**src/rtl/load_unit.sv**
```systemverilog
// rtl/load_unit.sv - MEM-stage load path with alignment check, memory handshake and extension
module load_unit #(
  parameter int DATA_W  = 32,
  parameter int ADDR_W  = 32,
  parameter int TIMEOUT = 15
) (
  input  logic              clk,
  input  logic              reset,
  input  logic              req_valid,
  input  logic [ADDR_W-1:0] req_addr,
  input  logic [2:0]        req_op,
  input  logic [4:0]        req_rd,
  output logic              stall,
  output logic              mem_req,
  output logic [ADDR_W-1:0] mem_addr,
  input  logic              mem_ready,
  input  logic [DATA_W-1:0] mem_rdata,
  output logic              wb_valid,
  output logic [DATA_W-1:0] wb_data,
  output logic [4:0]        wb_rd,
  output logic              exc_adel,
  output logic              exc_tmo,
  output logic [ADDR_W-1:0] exc_addr
);

  // Byte-offset width inside one memory word.
  localparam int OFFW = $clog2(DATA_W / 8);

  typedef enum logic [1:0] {
    IDLE = 2'd0,
    WAIT = 2'd1,
    RESP = 2'd2
  } state_t;

  state_t            state;
  state_t            state_nx;
  logic [ADDR_W-1:0] addr_q;
  logic [2:0]        op_q;
  logic [4:0]        rd_q;
  logic [7:0]        cnt;
  logic              legal;
  logic              accept;
  logic              reject;
  logic              done;
  logic              tmo;
  logic [DATA_W-1:0] shifted;
  logic [DATA_W-1:0] ext;

  // Opcode legality and natural alignment of the presented request.
  always_comb begin
    legal = 1'b0;
    case (req_op)
      3'b000, 3'b001: legal = 1'b1;
      3'b010, 3'b011: legal = ~req_addr[0];
      3'b100:         legal = (req_addr[OFFW-1:0] == '0);
      default:        legal = 1'b0;
    endcase
  end

  // Next state plus the one-cycle events that drive the datapath.
  always_comb begin
    state_nx = state;
    accept   = 1'b0;
    reject   = 1'b0;
    done     = 1'b0;
    tmo      = 1'b0;
    case (state)
      IDLE: begin
        if (req_valid) begin
          if (legal) begin
            accept   = 1'b1;
            state_nx = WAIT;
          end else begin
            reject = 1'b1;
          end
        end
      end
      WAIT: begin
        // Data arriving on the last allowed cycle still counts as a completion.
        if (mem_ready) begin
          done     = 1'b1;
          state_nx = RESP;
        end else if (cnt == 8'(TIMEOUT - 1)) begin
          tmo      = 1'b1;
          state_nx = RESP;
        end
      end
      RESP:    state_nx = IDLE;
      default: state_nx = IDLE;
    endcase
  end

  // State register.
  always_ff @(posedge clk) begin
    if (reset) begin
      state <= IDLE;
    end else begin
      state <= state_nx;
    end
  end

  assign stall    = (state == WAIT) | accept;
  assign mem_req  = (state == WAIT);
  assign mem_addr = {addr_q[ADDR_W-1:OFFW], {OFFW{1'b0}}};

  // Lane select by shifting the addressed byte down to bit 0, then extend.
  always_comb begin
    shifted = mem_rdata >> {addr_q[OFFW-1:0], 3'b000};
    ext     = shifted;
    case (op_q)
      3'b000:  ext = {{(DATA_W-8){shifted[7]}}, shifted[7:0]};
      3'b001:  ext = {{(DATA_W-8){1'b0}}, shifted[7:0]};
      3'b010:  ext = {{(DATA_W-16){shifted[15]}}, shifted[15:0]};
      3'b011:  ext = {{(DATA_W-16){1'b0}}, shifted[15:0]};
      default: ext = mem_rdata;
    endcase
  end

  // Request capture, timeout counter, result and exception registers.
  always_ff @(posedge clk) begin
    if (reset) begin
      addr_q   <= '0;
      op_q     <= '0;
      rd_q     <= '0;
      cnt      <= '0;
      wb_valid <= 1'b0;
      wb_data  <= '0;
      wb_rd    <= '0;
      exc_adel <= 1'b0;
      exc_tmo  <= 1'b0;
      exc_addr <= '0;
    end else begin
      wb_valid <= done;
      exc_adel <= reject;
      exc_tmo  <= tmo;
      if (accept) begin
        addr_q <= req_addr;
        op_q   <= req_op;
        rd_q   <= req_rd;
        cnt    <= '0;
      end else if (state == WAIT) begin
        cnt <= cnt + 8'd1;
      end
      if (done) begin
        wb_data <= ext;
        wb_rd   <= rd_q;
      end
      if (reject) begin
        exc_addr <= req_addr;
      end else if (tmo) begin
        exc_addr <= addr_q;
      end
    end
  end

endmodule

```
**config.mk**
```make
export PLATFORM = sky130hd
export DESIGN_NAME = load_unit
export DESIGN_NICKNAME = d
export VERILOG_FILES = /design/src/rtl/load_unit.sv
export SDC_FILE = /design/constraint.sdc
export NUM_CORES = 1
export LEC_CHECK = 0
export CAP_MARGIN = 20
export CORE_MARGIN = 5
export CORE_UTILIZATION = 35
export CTS_BUF_LIST = sky130_fd_sc_hd__clkbuf_4
export DETAILED_ROUTE_END_ITERATION = 10
export PLACE_DENSITY = 0.74
export SLEW_MARGIN = 20
export SYNTH_ARGS = -nofsm -noshare
export SYNTH_HDL_FRONTEND = slang
export SYNTH_SLANG_ARGS = --single-unit
export TNS_END_PERCENT = 1
```
**constraint.sdc**
```tcl
create_clock -name clk -period 4.1 [get_ports clk]
set_input_delay 0.615 -clock clk [delete_from_list [all_inputs] [get_ports clk]]
set_output_delay 0.615 -clock clk [all_outputs]
set_load 0.02 [all_outputs]
```
==> results of run 1 <==
==> metrics by stage <==
stage,hold slack (ps),power (mW)
finish,455,2.73
global route,466,2.86
CTS,454,2.77
detailed placement,446,1.84
global placement,438,1.83
floorplan,432,1.61
==> layout by cell type, fill, tap and decap left out, types with 4 or more instances in the layout <==
cell and instances:
a2bb2oi_1 7, mux2i_1 41, dfxtp_1 122, buf_4 11, a21oi_1 59, nand2b_1 10
o211ai_1 7, bufinv_16 4, nand3b_1 8, nor2_1 70, a21oi_2 10, a211oi_2 29
clkbuf_4 20, o221ai_1 7, xor2_1 6, o21ai_0 7, a211oi_1 12, clkdlybuf4s50_1 178
nand2_1 122, clkinv_1 4
==> state kept, by name, summed over array words and instances, names as in the netlist, 2 cells and up <==
name / cells
op_q: 3
cnt: 8
rd_q: 5
wb_rd: 5
addr_q: 32
wb_data: 32
exc_addr: 32
state: 2
==> Yosys cell counts, types with 2 or more instances <==
master | n | area (µm²)
a21oi_1 | 59 | 295
nand3b_1 | 8 | 60.1
ha_1 | 2 | 25.0
a211oi_1 | 12 | 90.1
a2bb2oi_1 | 7 | 61.3
inv_1 | 3 | 11.3
a21oi_2 | 10 | 87.6
nand4_1 | 3 | 18.8
nand2_1 | 122 | 458
o21ai_0 | 7 | 35.0
mux2i_1 | 41 | 410
dfxtp_1 | 122 | 2440
buf_4 | 32 | 240
nor3_1 | 2 | 10.0
o211ai_1 | 7 | 52.6
xor2_1 | 6 | 52.6
o221ai_1 | 7 | 61.3
clkbuf_1 | 36 | 135
nand2b_1 | 10 | 62.6
nor2_1 | 71 | 267
buf_2 | 7 | 35.0
buf_12 | 3 | 60.1
nor2b_1 | 2 | 12.5
buf_6 | 2 | 22.5
buf_1 | 3 | 11.3
a211oi_2 | 29 | 363
==> metal layers <==
layer | GRT usage | vias to the layer above | part of all wire
met1 | 0.203 | 2261 | 0.44
met3 | 0.0526 | 15 | 0.065
li1 | - | 2386 | -
met5 | 0 | - | 0
met2 | 0.272 | 141 | 0.48
met4 | 0.0454 | 0 | 0.011
==> kinds of logic (layout without fill, tap and decap cells) <==
kind of cell | Yosys count | after routing | share of synthesized area
XOR/XNOR | 6 | 6 | 0.00941
AND/OR/NAND/NOR | 227 | 227 | 0.175
adder cells (fa/ha/maj) | 2 | 2 | 0.00448
multiplexers | 42 | 42 | 0.0775
buffers and inverters | 86 | 223 | 0.0923
flip-flops | 122 | 122 | 0.437
AO/OA/AOI/OAI | 147 | 147 | 0.203
other | 1 | 3 | 0.000671
==> critical path, cell delays in order <==
cell and delay, ps:
clkdlybuf4s50_1 450, nor3b_1 580, a21bo_2 300, nand2_1 60, clkdlybuf4s50_1 610
==> report_power, final <==
| part | internal (mW) | switching, mW | total [mW] |
|---|---|---|---|
| clock | 0.491 | 0.434 | 0.925 |
| sequential | 1.25 | 0.0380 | 1.29 |
| combinational | 0.245 | 0.276 | 0.522 |
==> final cells by class <==
cell class / count / area [µm²] / share of cell area
Timing Repair Buffer: 189 / 1860 / 0.247
Antenna cell: 1 / 2.50 / 0.000331
Clock buffer: 20 / 150 / 0.0199
Multi-Input combinational cell: 426 / 2660 / 0.352
Inverter: 3 / 11.3 / 0.00149
Tap cell: 216 / 270 / 0.0358
Clock inverter: 11 / 153 / 0.0202
Sequential cell: 122 / 2440 / 0.323
==> final timing paths <==
path | to | slack (ps)
worst max-delay path | stall | 860
worst max register to register | exc_addr[27] | 1730
worst min register to register | wb_rd[0] | 460
worst min-delay path | wb_rd[0] | 460
==> impl_metrics.json, run 1 <==
{
  "critPathCaptureType": "primary output",
  "yosys_warnings": 0,
  "cts_root_buffer": "clkbuf_4",
  "wirelength_um": 15400,
  "routabilityCongestion": 0.811,
  "startpoint": "req_valid",
  "dpl_cell_area_mm2": 0.00725,
  "synthArstFlopShare": 0,
  "drive_above_1_share": 0.114,
  "synthCells": 633,
  "ff2ff_path_depth": 7,
  "gr-usage-all-layers": 0.163,
  "n_fill_cell": 1539,
  "arrival_ps": 2630,
  "wl_per_cell_um": 15.6,
  "die_y_um": 136,
  "cts_tree": "yes",
  "grt_pass1_wl_um": 23800,
  "grt_start_max_net_pins": 65,
  "start_kind": "primary input",
  "cts.reportedPaths.clkPinSlew_ps": 110,
  "status": "complete, no violations",
  "overflow": 0,
  "final-max-slew-violation-count": 0,
  "synth_edf_count": 0,
  "maxCapViolations": 0,
  "clock_latency_ps": 530,
  "via_per_inst": 4.86,
  "postCtsSetupBuffers": 0,
  "cts.sinks": 122,
  "die_x_um": 136,
  "hold_viol": 0,
  "drc_errors": 0,
  "power-per-cell-area_mw_per_mm2": 362,
  "port_buffers": 179,
  "syn-cell-area_mm2": 0.00559,
  "ctsHoldBuffers": 0,
  "nets": 837,
  "dr.pass1.iters": 4,
  "worstHoldPathType": "reg2reg",
  "die_area_mm2": 0.0186,
  "core_mm2": 0.0158,
  "crit_fanout": 3,
  "synth_cell_types": 46,
  "fin_util": 0.479,
  "dp_slack_ps": 863,
  "r2r-start": "cnt[0]",
  "cts_buffers": 17,
  "area_growth_pct": 35.2,
  "place_inst": 956,
  "min_period_ps": 3240,
  "hpwl_um": 10900,
  "drt_iter0_markers": 217,
  "synth_seq_cells": 122,
  "setup-tns-final_ps": 0,
  "hold_depth": 2,
  "finalNonFillerCells": 988,
  "antenna_left": 0,
  "rsz0062_at_grt": "false",
  "cts_buffer_depth": 2,
  "yosysSeqAreaShare": 0.437,
  "hp-start": "rd_q[0]",
  "vias": 4803,
  "tightest_slew_ps": 1050,
  "fin_worst_skew_ps": 14.2,
  "required_ps": 3480,
  "max_freq_mhz": 309,
  "critPathKind": "in2out",
  "start_util": 0.354,
  "cts_max_level": 4,
  "setup_viol": 0,
  "synthFlopType": "dfxtp_1",
  "fin_crit_sh": 0.790,
  "antenna_found_initial": 1,
  "leakagePower_nw": 2.48,
  "cts_resized": 0,
  "final.setup.worst_slack_ps": 860,
  "rows": 46,
  "ios": 182,
  "avgSynthCellArea_um2": 8.83,
  "grt_pass1_vias": 4518,
  "fin_area_mm2": 0.00755,
  "ir_drop_mv": 0.160,
  "maxSlewHeadroom": 0.297
}
No activity file was read; power rests on OpenSTA's default activity.
==> run 2, diff against run 1 <==
==> constraint.sdc (replaced) <==
create_clock -name clk -period 3.34 [get_ports clk]
set_input_delay 0.501 -clock clk [delete_from_list [all_inputs] [get_ports clk]]
set_output_delay 0.501 -clock clk [all_outputs]
set_load 0.02 [all_outputs]
==> impl_metrics.json, run 2 (synthesis results as in run 1) <==
{
  "fin_worst_skew_ps": 24.5,
  "antenna_left": 0,
  "postCtsSetupBuffers": 0,
  "power-per-cell-area_mw_per_mm2": 438,
  "layout_commonest_cell": "clkdlybuf4s50_1",
  "top_regs": "addr_q x32, exc_addr x32, wb_data x32",
  "tightest_slew_ps": 619,
  "arrival_ps": 2540,
  "gr-usage-all-layers": 0.165,
  "drive_above_1_share": 0.122,
  "nets": 841,
  "vias": 4822,
  "dpl_cell_area_mm2": 0.00730,
  "cts_tree": "yes",
  "die_area_mm2": 0.0186,
  "dr.pass1.iters": 5,
  "drc_errors": 0,
  "start_util": 0.354,
  "rsz0062_at_grt": "false",
  "n_fill_cell": 1541,
  "slowest_delay_ps": 660,
  "crit_fanout": 3,
  "final_cell_mix": "clkdlybuf4s50_1 (178), nand2_1 (122), dfxtp_1 (122)",
  "min_period_ps": 3040,
  "antenna_found_initial": 1,
  "rows": 46,
  "cts_buffer_depth": 2,
  "setup-tns-final_ps": 0,
  "fin_crit_sh": 0.911,
  "cts_max_level": 4,
  "wl_per_cell_um": 15.4,
  "leakagePower_nw": 2.50,
  "grt_pass1_vias": 4474,
  "routabilityCongestion": 0.795,
  "clock_latency_ps": 550,
  "cts_resized": 0,
  "cts.reportedPaths.clkPinSlew_ps": 120,
  "fin_util": 0.482,
  "ios": 182,
  "final-max-slew-violation-count": 0,
  "start_kind": "primary input",
  "required_ps": 2840,
  "ir_drop_mv": 0.181,
  "dp_slack_ps": 314,
  "status": "complete, no violations",
  "final.setup.worst_slack_ps": 297,
  "total_power_mw": 3.33,
  "cts_root_buffer": "clkbuf_4",
  "wirelength_um": 15300,
  "drt_iter0_markers": 195,
  "critPathCaptureType": "primary output",
  "fin_area_mm2": 0.00760,
  "maxCapViolations": 0,
  "seqCellArea_mm2": 0.00244,
  "cts_buffers": 17,
  "hold_viol": 0,
  "overflow": 0,
  "path_cells": "clkdlybuf4s50_1, or4_1, a21bo_2, nand2_1, clkdlybuf4s50_1",
  "critPathKind": "in2out",
  "cts.sinks": 122,
  "die_y_um": 136,
  "maxSlewHeadroom": 0.587,
  "max_freq_mhz": 329,
  "core_mm2": 0.0158,
  "worstHoldPathType": "in2reg",
  "critPathMostFrequentCell": "clkdlybuf4s50_1",
  "grt_start_max_net_pins": 43,
  "die_x_um": 136,
  "critical_path.top_delay_family": "buffers and inverters",
  "ctsHoldBuffers": 0,
  "multi_input_area_mm2": 0.00266,
  "area_growth_pct": 36.1,
  "place_inst": 960,
  "crit_slowest_cell": "or4_1",
  "grt_pass1_wl_um": 24000,
  "crit_buf_inv": 2,
  "finalNonFillerCells": 993,
  "hpwl_um": 10800,
  "port_buffers": 179,
  "timing.hold.ws_ps": 363,
  "via_per_inst": 4.86,
  "setup_viol": 0
}
-- run 2: where the power goes --
group          internal, mW  total (mW)  switching [mW]
combinational         0.309       0.652           0.343
clock                 0.540        1.10           0.560
sequential             1.53        1.58          0.0441
total                  2.38        3.33           0.947
-- run 2: final timing paths --
check                                from          end  slack [ps]  cells past startpoint
worst max-delay path            req_op[1]        stall         300                      5
worst min-delay path                reset   wb_data[4]         360                      2
worst max register to register     cnt[0]  exc_addr[7]        1000                      7
worst min register to register    rd_q[2]     wb_rd[2]         460                      2
-- run 2: cell type report --
class,instances,area share
Clock inverter,12,0.0196
Clock buffer,20,0.0197
Timing Repair Buffer,193,0.252
Multi-Input combinational cell,426,0.350
Antenna cell,1,0.000329
Inverter,3,0.00148
Tap cell,216,0.0355
Sequential cell,122,0.321
-- run 2: worst register-to-register path: cells and delay by family (launching register included) --
kind	cells	cell delay [ps]
and+or+nand+nor	2	690
buffers and inverters	2	630
DFF	1	370
muxes	1	300
adders and majority gates	1	140
AOI/OAI and AO/OA	1	80
-- run 2: layer usage --
layer	share of wire	track usage	wire [µm]	vias up
met5	0	0	0	-
met4	0.017	0.0538	259	0
met3	0.066	0.0526	1020	24
met2	0.48	0.260	7280	147
met1	0.44	0.214	6760	2249
li1	-	-	-	2402
